File: config.mk
export PLATFORM = sky130hd
export DESIGN_NAME = core_supervisor
export DESIGN_NICKNAME = d
export VERILOG_FILES = /design/src/rtl/core_supervisor_pkg.sv /design/src/rtl/core_supervisor_done_tracker.sv /design/src/rtl/core_supervisor.sv
export SDC_FILE = /design/constraint.sdc
export NUM_CORES = 1
export LEC_CHECK = 0
export ABC_AREA = 1
export ABC_CLOCK_PERIOD_IN_PS = 1800
export BUFFER_PORTS_ARGS = -buffer_cell sky130_fd_sc_hd__buf_2
export CAP_MARGIN = 10
export CELL_PAD_IN_SITES_DETAIL_PLACEMENT = 1
export CELL_PAD_IN_SITES_GLOBAL_PLACEMENT = 2
export CORE_UTILIZATION = 29
export CTS_CLUSTER_SIZE = 16
export DETAILED_ROUTE_END_ITERATION = 6
export HOLD_SLACK_MARGIN = 0.15
export PLACE_DENSITY = 0.78
export SYNTH_ARGS = -nofsm -noshare
export SYNTH_HDL_FRONTEND = slang
export SYNTH_SLANG_ARGS = --single-unit
File: constraint.sdc
create_clock -name clock -period 1.8 [get_ports clock]
set_input_delay 0.36 -clock clock [delete_from_list [all_inputs] [get_ports clock]]
set_output_delay 0.36 -clock clock [all_outputs]
set_load 0.05 [all_outputs]
File: src/rtl/core_supervisor_pkg.sv
// Shared status encoding and FSM state type for the core supervisor.
// The per-core status codes are decoded on the core side from these constants.
package core_supervisor_pkg;

   localparam logic [1:0] STAT_IDLE  = 2'b00;
   localparam logic [1:0] STAT_START = 2'b01;
   localparam logic [1:0] STAT_RUN   = 2'b10;
   localparam logic [1:0] STAT_HALT  = 2'b11;

   typedef enum logic [1:0] {
      S_IDLE  = 2'b00,
      S_START = 2'b01,
      S_RUN   = 2'b10,
      S_DONE  = 2'b11
   } state_t;

endpackage

File: src/rtl/core_supervisor_done_tracker.sv
// Sticky per-core completion flags for one job; all_done also counts bits
// that arrive in the current cycle so completion needs no extra cycle.
module done_tracker #(
   parameter int NUM_CORES = 4
) (
   input  logic                 clock,
   input  logic                 reset_n,
   input  logic                 clear,
   input  logic                 enable,
   input  logic [NUM_CORES-1:0] end_process,
   output logic                 all_done
);

   logic [NUM_CORES-1:0] flags_q, flags_d, live;

   assign live     = end_process & {NUM_CORES{enable}};
   assign all_done = &(flags_q | live);

   always_comb begin
      flags_d = flags_q;
      if (clear) begin
         flags_d = '0;
      end else begin
         flags_d = flags_q | live;
      end
   end

   always_ff @(posedge clock or negedge reset_n) begin
      if (!reset_n) begin
         flags_q <= '0;
      end else begin
         flags_q <= flags_d;
      end
   end

endmodule

File: src/rtl/core_supervisor.sv
// Supervises NUM_CORES matmul cores: IDLE -> START -> RUN -> DONE job sequencing.
// Optional RUN watchdog enabled by defining CORE_SUPERVISOR_WATCHDOG_EN.
module core_supervisor
   import core_supervisor_pkg::*;
#(
   parameter int NUM_CORES      = 4,
   parameter int START_CYCLES   = 2,
   parameter int TIMEOUT_CYCLES = 1000
) (
   input  logic                   clock,
   input  logic                   reset_n,
   input  logic                   start,
   input  logic [NUM_CORES-1:0]   end_process,
   output logic [2*NUM_CORES-1:0] status,
   output logic                   busy,
   output logic                   done,
   output logic                   timeout,
   output logic [15:0]            cycle_count
);

   localparam int SCW = (START_CYCLES > 1) ? $clog2(START_CYCLES) : 1;
   localparam logic [SCW-1:0] START_LAST = SCW'(START_CYCLES - 1);

   if (START_CYCLES < 1 || TIMEOUT_CYCLES < 1) begin : g_bad_param
      $error("core_supervisor: START_CYCLES and TIMEOUT_CYCLES must be >= 1");
   end

   state_t         state_q, state_d;
   logic [SCW-1:0] start_cnt_q, start_cnt_d;
   logic [15:0]    cnt_q, cnt_d;
   logic           enter_start;
   logic           all_done;
   logic [1:0]     code;

`ifdef CORE_SUPERVISOR_WATCHDOG_EN
   localparam logic [15:0] TO_LAST = 16'(TIMEOUT_CYCLES - 1);
   logic timeout_q, timeout_d;
`endif

   done_tracker #(.NUM_CORES(NUM_CORES)) u_done_tracker (
      .clock       (clock),
      .reset_n     (reset_n),
      .clear       (enter_start),
      .enable      (state_q == S_RUN),
      .end_process (end_process),
      .all_done    (all_done)
   );

   always_comb begin
      state_d     = state_q;
      start_cnt_d = start_cnt_q;
      cnt_d       = cnt_q;
      enter_start = 1'b0;
`ifdef CORE_SUPERVISOR_WATCHDOG_EN
      timeout_d   = timeout_q;
`endif
      case (state_q)
         S_IDLE, S_DONE: begin
            if (start) begin
               state_d     = S_START;
               enter_start = 1'b1;
            end
         end
         S_START: begin
            if (start_cnt_q == START_LAST) begin
               state_d = S_RUN;
            end else begin
               start_cnt_d = start_cnt_q + SCW'(1);
            end
         end
         S_RUN: begin
            if (cnt_q != 16'hFFFF) begin
               cnt_d = cnt_q + 16'd1;
            end
            // Completion wins over a watchdog expiry in the same cycle.
            if (all_done) begin
               state_d = S_DONE;
            end
`ifdef CORE_SUPERVISOR_WATCHDOG_EN
            else if (cnt_q == TO_LAST) begin
               state_d   = S_DONE;
               timeout_d = 1'b1;
            end
`endif
         end
         default: state_d = S_IDLE;
      endcase
      if (enter_start) begin
         start_cnt_d = '0;
         cnt_d       = '0;
`ifdef CORE_SUPERVISOR_WATCHDOG_EN
         timeout_d   = 1'b0;
`endif
      end
   end

   always_ff @(posedge clock or negedge reset_n) begin
      if (!reset_n) begin
         state_q     <= S_IDLE;
         start_cnt_q <= '0;
         cnt_q       <= '0;
      end else begin
         state_q     <= state_d;
         start_cnt_q <= start_cnt_d;
         cnt_q       <= cnt_d;
      end
   end

`ifdef CORE_SUPERVISOR_WATCHDOG_EN
   always_ff @(posedge clock or negedge reset_n) begin
      if (!reset_n) begin
         timeout_q <= 1'b0;
      end else begin
         timeout_q <= timeout_d;
      end
   end
   assign timeout = timeout_q;
`else
   assign timeout = 1'b0;
`endif

   always_comb begin
      code = STAT_IDLE;
      case (state_q)
         S_IDLE:  code = STAT_IDLE;
         S_START: code = STAT_START;
         S_RUN:   code = STAT_RUN;
         S_DONE:  code = STAT_HALT;
         default: code = STAT_IDLE;
      endcase
   end

   assign status      = {NUM_CORES{code}};
   assign busy        = (state_q == S_START) || (state_q == S_RUN);
   assign done        = (state_q == S_DONE);
   assign cycle_count = cnt_q;

endmodule
==> summary.md, run 1 <==
| Metric | Value |
|---|---|
| Die Wd | a little over 70 microns |
| Layout cells sized above 1 | 0.290 |
| Synth Net Count | around 210 |
| Critical-path maximum fanout | 4 |
| HP Class | primary input to register |
| Initial Util | 0.305 |
| Fin. Hold Viols | 0 |
| Peak VDD IR | around 1100 uV |
| Synth Warn # | 0 |
| Synth Instances | 201 |
| Gpl congestion | around 0.74 |
| Worst R2R Path Depth | 8 |
| Post-route design area | between 0.0015 and 0.002 sq mm |
| Hold path start | end_process[0] |
| Synth cell types | 23 |
| Critical Path End Type | output pin |
| Final non-filler cell total | 308 |
| Final net count | 254 |
| Detailed Place HPWL | 2970 microns |
| Worst slew pin tran | about 550 ps |
| DRT Pass-1 Iters | 4 |
| Critical Path Max Stage Delay | 440 ps |
| RR Endpoint | state_q[0] |
| CTS tree | built |
| CTS root buf | clkbuf_8 |
| Status | finished clean |
| Wire per inst | between 10 and 15 microns |
| Clk slew on worst S/H paths | ~90 ps |
| Clock skew | around 3.7 ps |
| DP Area | ~0.0017 sq mm |
| Overflow after GRT | 0 |
| First DRT Iteration DRCs | between 50 and 60 |
| Total GRT Usage | 0.165 |
| Slew Viols, Final | 0 |
| R2r setup slk | about 220 ps |
| Sequential-to-total area share from yosys stat | 0.397 |
| Worst path arrival time | ~1400 ps |
| Pin count of the biggest net entering global routing | 24 |
| CP cell instances | inv_4, ha_4, inv_4, a21oi_4, buf_6 |
| Setup CP Type | register to output pin |
| Reg2reg start | state_q[1] |
| Cell Pwr Density | about 1700 mW/mm^2 |
| Die area | between 0.005 and 0.006 sq mm |
| Area grow syn2layout | 31.5% |
| CP max stage cell | dfrtp_2 |
| RSZ-0062 raised after global routing | true |
| Total number of vias | about 1400 |
| IO Count | 34 |
| Mapped Area | 0.00145 sq mm |
| Max-Cap Viols | 0 |
| H-tree levels | 1 |
| LEAKAGE | 0.948 nW |
| Initial antenna violation count | 0 |
| Worst path most repeated cell | inv_4 |
| Clk_lat worst skew | between 200 and 300 ps |
| # port buffers | 32 |
| Critical path's top delay family | flip-flops |
| Num CTS Buffers | 3 |
| Worst Path Buf+Inv | 3 |
| Fmax | 0.568 GHz |
| Register bit total from synthesis | 23 |
| Rows | 25 |
| Vias in the first global route | between 1000 and 1500 |
| Startpoint types | register |
| Clock sinks | 23 |
| Core ar. | 0.00475 sq mm |
| Critical Path RT | ~1400 ps |
| DRC | 0 |
| Clock buffer depth | 2 |
| Post-synthesis area per instance | between 7 and 8 sq um |
| Hold Path Stages | 4 |
| DR vias/cell | 4.58 |
| Power consumption | around 3.3 mW |
| Final ANT Viol Nets | 0 |
| Final setup viols | 0 |
| Final WL | roughly 4000 microns |
| Antenna Cells | 0 |
| Relative max-transition margin | 0.631 |
| Cells after DPL | about 300 |
| First-pass GRT wire length | approximately 6700 microns |
| Die height | between 70 and 80 microns |
| Hold Path End | u_done_tracker.flags_q[0] |
| Final worst-path cycle share | 0.978 |
| Fin crit period | 1760 ps |
[logic make-up (layout without fill, tap and decap cells)]
kind of cell    count (synthesis)  count (layout)  synth area share
buf+inv                        35              75             0.122
other cells                     1               1           0.00259
xor+xnor                        4               4            0.0242
fa+ha+maj                       5               5            0.0431
compound gates                 28              28             0.107
flops                          23              23             0.397
simple gates                  105             105             0.305
[worst min-delay path, cell delays in order]
cell and delay (ps):
buf_2 70, a21o_1 110, nand2_1 50, inv_1 40
[cells in the mapped netlist]
cell      count  share of area
a21o_1        4          0.021
a21oi_1       5          0.017
and2_1        1         0.0043
buf_2         2         0.0069
buf_4         7          0.036
buf_6         2          0.016
clkinv_2      1         0.0034
conb_1        1         0.0026
dfrtp_1      23           0.40
ha_1          5          0.043
inv_1        23          0.060
nand2_1      68           0.18
nand2_2       2         0.0086
nand3_1      13          0.045
nand3_2       1         0.0069
nand4_1       4          0.017
nor2_1       13          0.034
nor2_2        3          0.013
o21ai_0       4          0.014
o21ai_1      13          0.045
o21bai_1      2          0.010
xnor2_1       1         0.0060
xor2_1        3          0.018
[cell usage in the layout, fill, tap and decap left out, drive strengths merged, types with 3 or more instances in the layout]
| cell type | instances |
|---|---|
| nor2 | 16 |
| nand3 | 14 |
| inv | 23 |
| nand4 | 4 |
| dfrtp | 23 |
| a21oi | 5 |
| ha | 5 |
| clkbuf | 4 |
| nand2 | 70 |
| a21o | 4 |
| buf | 46 |
| xor2 | 3 |
| o21ai | 17 |
[power breakdown]
group          total (mW)  leakage [nW]  internal [mW]  switching, mW
sequential          0.681         0.308          0.618         0.0632
clock               0.345        0.0228          0.159          0.186
combinational        2.28         0.618          0.786           1.49
total                3.31         0.948           1.56           1.74
[how the worst max path moves through the flow]
| stage | start | end | slack, ps | cells past startpoint |
|---|---|---|---|---|
| after floorplan | state_q[1] | status[2] | 10 | 5 |
| after global placement | state_q[0] | state_q[1] | 70 | 8 |
| after detailed placement | state_q[1] | cycle_count[5] | 9 | 8 |
| after CTS | state_q[0] | status[5] | 5 | 5 |
| after global routing | state_q[1] | status[3] | -10 | 5 |
| final | state_q[1] | status[4] | 40 | 5 |
[cell type report]
class / count / area, sq um
repair buffers: 47 / 333
flip-flops and latches: 23 / 577
multi-input cells: 143 / 772
fillers: 627 / 2850
clock buffers: 4 / 45.0
inverters: 24 / 96.3
well taps: 67 / 83.8
[metal layers]
metal | GRT usage | vias up | routed length, microns
met5 | 0 | - | 0
met4 | 0.0588 | 0 | 65
met3 | 0.0180 | 5 | 78
met2 | 0.280 | 23 | 1910
met1 | 0.217 | 674 | 1920
li1 | - | 710 | -
[state kept, by name (all words and copies together) (netlist names)]
register / flops
u_done_tracker.flags_q: 4
cycle_count: 16
state_q: 2
start_cnt_q: 1
[per-stage QoR]
step           setup slack, ps  utilization  TNS [ps]  hold slack (ps)
5_1_grt                  -14.7        0.401     -83.8              416
3_5_place_dp              9.03        0.361         0              389
3_3_place_gp              71.8        0.361         0              392
4_1_cts                   5.07        0.387         0              382
2_1_floorplan             14.0            -         0             64.4
6_report                  39.2        0.401         0              384
[timing repair]
item | CTS | global route
endpoints found under the setup margin | 12 | 23
buffers inserted | 2 | 3
hold buffers | 1 | 0
endpoints found under the hold margin | 23 | 0
pin swaps | 1 | 2
resized for setup | 18 | 15
Power figures use the tool's default switching activity.
==> run 2, diff against run 1 <==
--- a/config.mk
+++ b/config.mk
@@ -11,6 +11,7 @@
 export CAP_MARGIN = 10
 export CELL_PAD_IN_SITES_DETAIL_PLACEMENT = 1
 export CELL_PAD_IN_SITES_GLOBAL_PLACEMENT = 2
+export CORE_ASPECT_RATIO = 1.5
 export CORE_UTILIZATION = 29
 export CTS_CLUSTER_SIZE = 16
 export DETAILED_ROUTE_END_ITERATION = 6
==> summary.md, run 2 (synthesized netlist as in run 1, its figures left out) <==
| Metric | Value |
|---|---|
| Overflow after GRT | 0 (unchanged) |
| Clock sinks | 23 (unchanged) |
| First DRT Iteration DRCs | 24 (-54%) |
| Max-Cap Viols | 0 (unchanged) |
| HP Class | primary input to register |
| Slew Viols, Final | 0 (unchanged) |
| H-tree levels | 1 (unchanged) |
| CP max stage cell | dfrtp_1 |
| Vias in the first global route | 1472 (+5.3%) |
| DRC | 0 (unchanged) |
| Max reg flops | 16 (unchanged) |
| RSZ-0062 raised after global routing | true |
| Core ar. | 0.00481 sq mm (+1.2%) |
| Clock Power Share | 0.102 (-0.002) |
| Final WL | 3920 microns (-1.4%) |
| Logic pwr share | 0.690 (about the same) |
| Antenna Cells | 0 (unchanged) |
| Final net count | 250 (-1.6%) |
| Sequential share of power | 0.208 (+0.002) |
| Initial Util | 0.302 (-0.00349) |
| # port buffers | 32 (unchanged) |
| Net Sw Power | 1.71 mW (-1.8%) |
| Initial antenna violation count | 0 (unchanged) |
| Wire per inst | 12.9 microns (+0.27%) |
| Fin. Hold Viols | 0 (unchanged) |
| DR vias/cell | 4.52 (-1.3%) |
| Cell Pwr Density | 1740 mW/mm^2 (+0.55%) |
| Total number of vias | 1371 (-2.9%) |
| Final setup viols | 0 (unchanged) |
| Num CTS Buffers | 3 (unchanged) |
| Worst path most repeated cell | buf_6 |
| CTS root buf | clkbuf_8 |
| Critical-path maximum fanout | 4 (unchanged) |
| Area grow syn2layout | 28.6% |
| Final worst-path cycle share | 0.963 (-0.0151) |
| LEAKAGE | 0.931 nW (-1.9%) |
| Peak VDD IR | 437 uV (-59%) |
| Clock skew | 7.70 ps (+3.95 ps) |
| Worst slew pin tran | 588 ps (+35.0 ps) |
| Critical path's top delay family | flip-flops |
| Most common cell after layout, fill and taps aside | nand2_1 |
| Gpl congestion | 0.802 (+8.1%) |
| Pin count of the biggest net entering global routing | 24 (unchanged) |
| Fin crit period | 1730 ps (-27.2 ps) |
| Sw Share | 0.527 (about the same) |
| Status | finished clean |
| Die Wd | 59.7 microns (-18%) |
| Worst path arrival time | 1370 ps (-30 ps) |
| Detailed Place HPWL | 2980 microns (+0.20%) |
| Clk slew on worst S/H paths | 90 ps (about the same) |
| Critical Path End Type | output pin |
| Total GRT Usage | 0.168 (+0.00291) |
| Rows | 31 (+24%) |
| Final ANT Viol Nets | 0 (unchanged) |
| Power consumption | 3.25 mW (-1.7%) |
| Critical Path Max Stage Delay | 380 ps (-60 ps) |
| Clock buffer depth | 2 (unchanged) |
| Critical Path RT | 1440 ps (about the same) |
| First-pass GRT wire length | 6640 microns (-0.73%) |
| Setup CP Type | register to output pin |
| Clk_lat worst skew | 270 ps (about the same) |
| IO Count | 34 (unchanged) |
| Internal power | 1.54 mW (-1.6%) |
| Final Hold Slack | 401 ps (+17.3 ps) |
| Worst Path Buf+Inv | 3 (unchanged) |
| DRT Pass-1 Iters | 3 (-1) |
| Die height | 88.6 microns (+22%) |
| Most frequent cells in the layout | 67 x nand2_1, 24 x buf_2, 23 x dfrtp_1, 19 x inv_1 |
| Startpoint types | register |
| Relative max-transition margin | 0.608 (-0.0233) |
| Fmax | 0.577 GHz (+1.6%) |
| Die area | 0.00529 sq mm (+0.10%) |
| CTS tree | built |
| Layout cells sized above 1 | 0.266 (-0.0246) |
| CP cell instances | buf_6, ha_4, inv_4, a21oi_4, buf_6 |
==> run 2: final timing paths <==
kind                                     start                         to  slack, ps  cells past startpoint
worst max-delay path                state_q[0]                  status[4]         70                      5
worst min-delay path            end_process[1]  u_done_tracker.flags_q[1]        400                      4
worst max register to register      state_q[0]             cycle_count[2]        190                      8
worst min register to register     start_cnt_q                start_cnt_q        530                      2
max in group asynchronous              reset_n             cycle_count[4]        790                      2
min in group asynchronous              reset_n  u_done_tracker.flags_q[0]        620                      2
==> run 2: routing by layer <==
layer	routed length (microns)	part of all wire	vias up	GRT usage
met2	2140	0.55	30	0.302
met4	56	0.014	0	0.0825
li1	-	-	693	-
met3	127	0.032	4	0.0292
met1	1590	0.41	644	0.185
met5	0	0	-	0
==> run 2: tightest hold or removal path, cell delays in order <==
cell and delay (ps):
buf_2 70, a21o_1 110, nand2_1 50, inv_1 40
==> run 2: through the flow <==
stage / setup WS [ps] / instances / cell area (sq um) / util / TNS [ps]
3_3_place_gp: 147 / 297 / 1730 / 0.359 / 0
6_report: 66.4 / 303 / 1860 / 0.388 / 0
2_1_floorplan: 14.0 / 201 / 1490 / - / 0
5_1_grt: -9.75 / 303 / 1860 / 0.388 / -26.7
4_1_cts: -15.5 / 302 / 1820 / 0.377 / -56.7
3_5_place_dp: 68.6 / 297 / 1730 / 0.359 / 0
==> run 2: power by group through the flow <==
stage / clock, mW / sequential (mW) / combinational, mW
floorplan: 0 / 0.789 / 1.55
global placement: 0 / 0.680 / 1.99
detailed placement: 0 / 0.681 / 2.02
CTS: 0.352 / 0.670 / 2.13
global route: 0.367 / 0.689 / 2.42
finish: 0.332 / 0.676 / 2.24
==> run 2: area by class of cell <==
class                   instances  area (sq um)
fillers                       643          2950
multi-input cells             143           762
flip-flops and latches         23           576
repair buffers                 43           304
inverters                      24          93.8
well taps                      66          82.6
clock buffers                   3          41.3
clock inverters                 1          5.00
==> run 2: timing repair <==
action                                 CTS  global route
cloned                                   0             0
setup endpoints to repair                8             8
buffers inserted                         0             1
endpoints found under the hold margin   23             0
pin swaps                                0             2
hold buffers                             1             0
resized for setup                       10            14
==> run 3, diff against run 2 <==
--- a/config.mk
+++ b/config.mk
@@ -6,7 +6,7 @@
 export NUM_CORES = 1
 export LEC_CHECK = 0
 export ABC_AREA = 1
-export ABC_CLOCK_PERIOD_IN_PS = 1800
+export ABC_CLOCK_PERIOD_IN_PS = 1700
 export BUFFER_PORTS_ARGS = -buffer_cell sky130_fd_sc_hd__buf_2
 export CAP_MARGIN = 10
 export CELL_PAD_IN_SITES_DETAIL_PLACEMENT = 1
==> constraint.sdc (replaced) <==
create_clock -name clock -period 1.7 [get_ports clock]
set_input_delay 0.34 -clock clock [delete_from_list [all_inputs] [get_ports clock]]
set_output_delay 0.34 -clock clock [all_outputs]
set_load 0.05 [all_outputs]
==> summary.md, run 3 (synthesized netlist as in run 1, its figures left out) <==
| Metric | Value |
|---|---|
| Sw Share | 0.509 (-0.0172) |
| Die area | 0.00529 sq mm (unchanged) |
| Rows | 31 (unchanged) |
| DRC | 0 (unchanged) |
| Final net count | 257 (+2.8%) |
| Total number of vias | 1410 (+2.8%) |
| Failing checks | setup timing |
| IO Count | 34 (unchanged) |
| Final Hold Slack | 377 ps (-24.2 ps) |
| Pin count of the biggest net entering global routing | 24 (unchanged) |
| # port buffers | 32 (unchanged) |
| Status | finished with violations |
| Clock Power Share | 0.097 (-0.005) |
| Cell Pwr Density | 1890 mW/mm^2 (+8.7%) |
| Antenna Cells | 0 (unchanged) |
| Peak VDD IR | 585 uV (+34%) |
| Area grow syn2layout | 36.0% |
| Internal power | 1.83 mW (+19%) |
| Final worst-path cycle share | 1.05 |
| Clock buffer depth | 2 (unchanged) |
| Critical Path RT | 1360 ps (-80 ps) |
| Critical-path maximum fanout | 4 (unchanged) |
| Initial antenna violation count | 0 (unchanged) |
| Die Wd | 59.7 microns (unchanged) |
| Worst slew pin tran | 549 ps (-38.9 ps) |
| Clock sinks | 23 (unchanged) |
| DR vias/cell | 4.55 (+0.52%) |
| Most common cell after layout, fill and taps aside | nand2_1 |
| DP Area | 0.00175 sq mm (+1.2%) |
| Total GRT Usage | 0.168 (about the same) |
| Relative max-transition margin | 0.634 (+0.0259) |
| Post-route design area | 0.00197 sq mm (+5.8%) |
| Core ar. | 0.00481 sq mm (unchanged) |
| Setup ws final | -79.5 ps (-146 ps) |
| Wire per inst | 13.0 microns (+0.51%) |
| Filler cells | 630 (-2.0%) |
| LEAKAGE | 0.971 nW (+4.3%) |
| Slew Viols, Final | 0 (unchanged) |
| Initial Util | 0.302 (unchanged) |
| Layout cells sized above 1 | 0.311 (+0.0457) |
| H-tree levels | 1 (unchanged) |
| Logic pwr share | 0.702 (+0.012) |
| Final non-filler cell total | 310 (+2.3%) |
| Fin. Hold Viols | 0 (unchanged) |
| Die height | 88.6 microns (unchanged) |
| Vias in the first global route | 1487 (+1.0%) |
| Final ANT Viol Nets | 0 (unchanged) |
| TNS Setup | -314 ps (-314 ps) |
| Overflow after GRT | 0 (unchanged) |
| Critical Path End Type | output pin |
| RSZ-0062 raised after global routing | true |
| Sequential share of power | 0.201 (-0.007) |
| Final setup viols | 4 (+4) |
| CTS root buf | clkbuf_8 |
| Detailed Place HPWL | 2960 microns (-0.71%) |
| Most frequent cells in the layout | 67 x nand2_1, 23 x buf_2, 20 x dfrtp_1, 18 x inv_1 |
| Fin crit period | around 1800 ps |
| Clock skew | 3.71 ps (-3.99 ps) |
| Gpl congestion | 0.773 (-3.7%) |
| Final WL | 4030 microns (+2.8%) |
| R2r setup slk | 150 ps (-40 ps) |
| First DRT Iteration DRCs | 15 (-38%) |
| DRT Pass-1 Iters | 2 (-1) |
| CTS tree | built |
| Cells after DPL | 299 (+0.67%) |
| Fmax | 0.562 GHz |
| Worst path arrival time | 1440 ps (+70 ps) |
| HP Class | primary input to register |
| Max-Cap Viols | 0 (unchanged) |
| Setup CP Type | register to output pin |
| Clk slew on worst S/H paths | 90 ps (about the same) |
| Pre-CTS setup slack | 22.8 ps (-45.8 ps) |
| First-pass GRT wire length | 6600 microns (-0.62%) |
| Max reg flops | 16 (unchanged) |
| Net Sw Power | 1.90 mW (+11%) |
| Startpoint types | register |
| Clk_lat worst skew | 270 ps (about the same) |
| Num CTS Buffers | 3 (unchanged) |
[run 3: metrics by stage]
step,util,power [mW]
4_1_cts,0.400,3.64
3_5_place_dp,0.363,2.87
2_1_floorplan,-,2.53
6_report,0.410,3.74
3_3_place_gp,0.363,2.84
5_1_grt,0.410,3.97
[run 3: power by group through the flow]
stage / Clock (mW) / Sequential (mW) / Combinational (mW)
after floorplan: 0 / 0.840 / 1.69
after global placement: 0 / 0.741 / 2.10
after detailed placement: 0 / 0.741 / 2.13
after CTS: 0.376 / 0.742 / 2.52
after global routing: 0.399 / 0.767 / 2.81
final: 0.362 / 0.749 / 2.62
[run 3: what timing repair did]
action | in CTS | in global routing
gates resized for setup | 30 | 7
hold endpoints to repair | 23 | 0
hold buffers | 1 | 0
pin swaps | 2 | 3
cloned | 0 | 0
endpoints found under the setup margin | 10 | 10
setup buffers | 2 | 4
[run 3: worst max-delay path, cell delays in order (launching register included)]
cell and delay, ps:
dfrtp_2 460, inv_4 100, ha_4 150, inv_4 40, a21oi_4 220, buf_6 190
[run 3: area by class of cell]
type	instances	area (sq um)	share of cell area
Timing Repair Buffer	50	390	0.198
Tap cell	66	82.6	0.0419
Clock buffer	3	41.3	0.0209
Inverter	24	101	0.0514
Clock inverter	1	5.00	0.00254
Multi-Input combinational cell	143	772	0.391
Sequential cell	23	579	0.294
[run 3: final timing paths]
check | from | to | cells after the start
max | state_q[1] | status[6] | 5
min | end_process[0] | u_done_tracker.flags_q[0] | 4
max reg2reg | state_q[1] | cycle_count[2] | 9
min reg2reg | start_cnt_q | start_cnt_q | 2
max in group asynchronous | reset_n | cycle_count[0] | 2
min in group asynchronous | reset_n | u_done_tracker.flags_q[0] | 2
[run 3: routing by layer]
| metal | wire length (microns) | track usage |
|---|---|---|
| met5 | 0 | 0 |
| met1 | 1660 | 0.177 |
| met4 | 68 | 0.0571 |
| met3 | 75 | 0.0175 |
| met2 | 2220 | 0.331 |
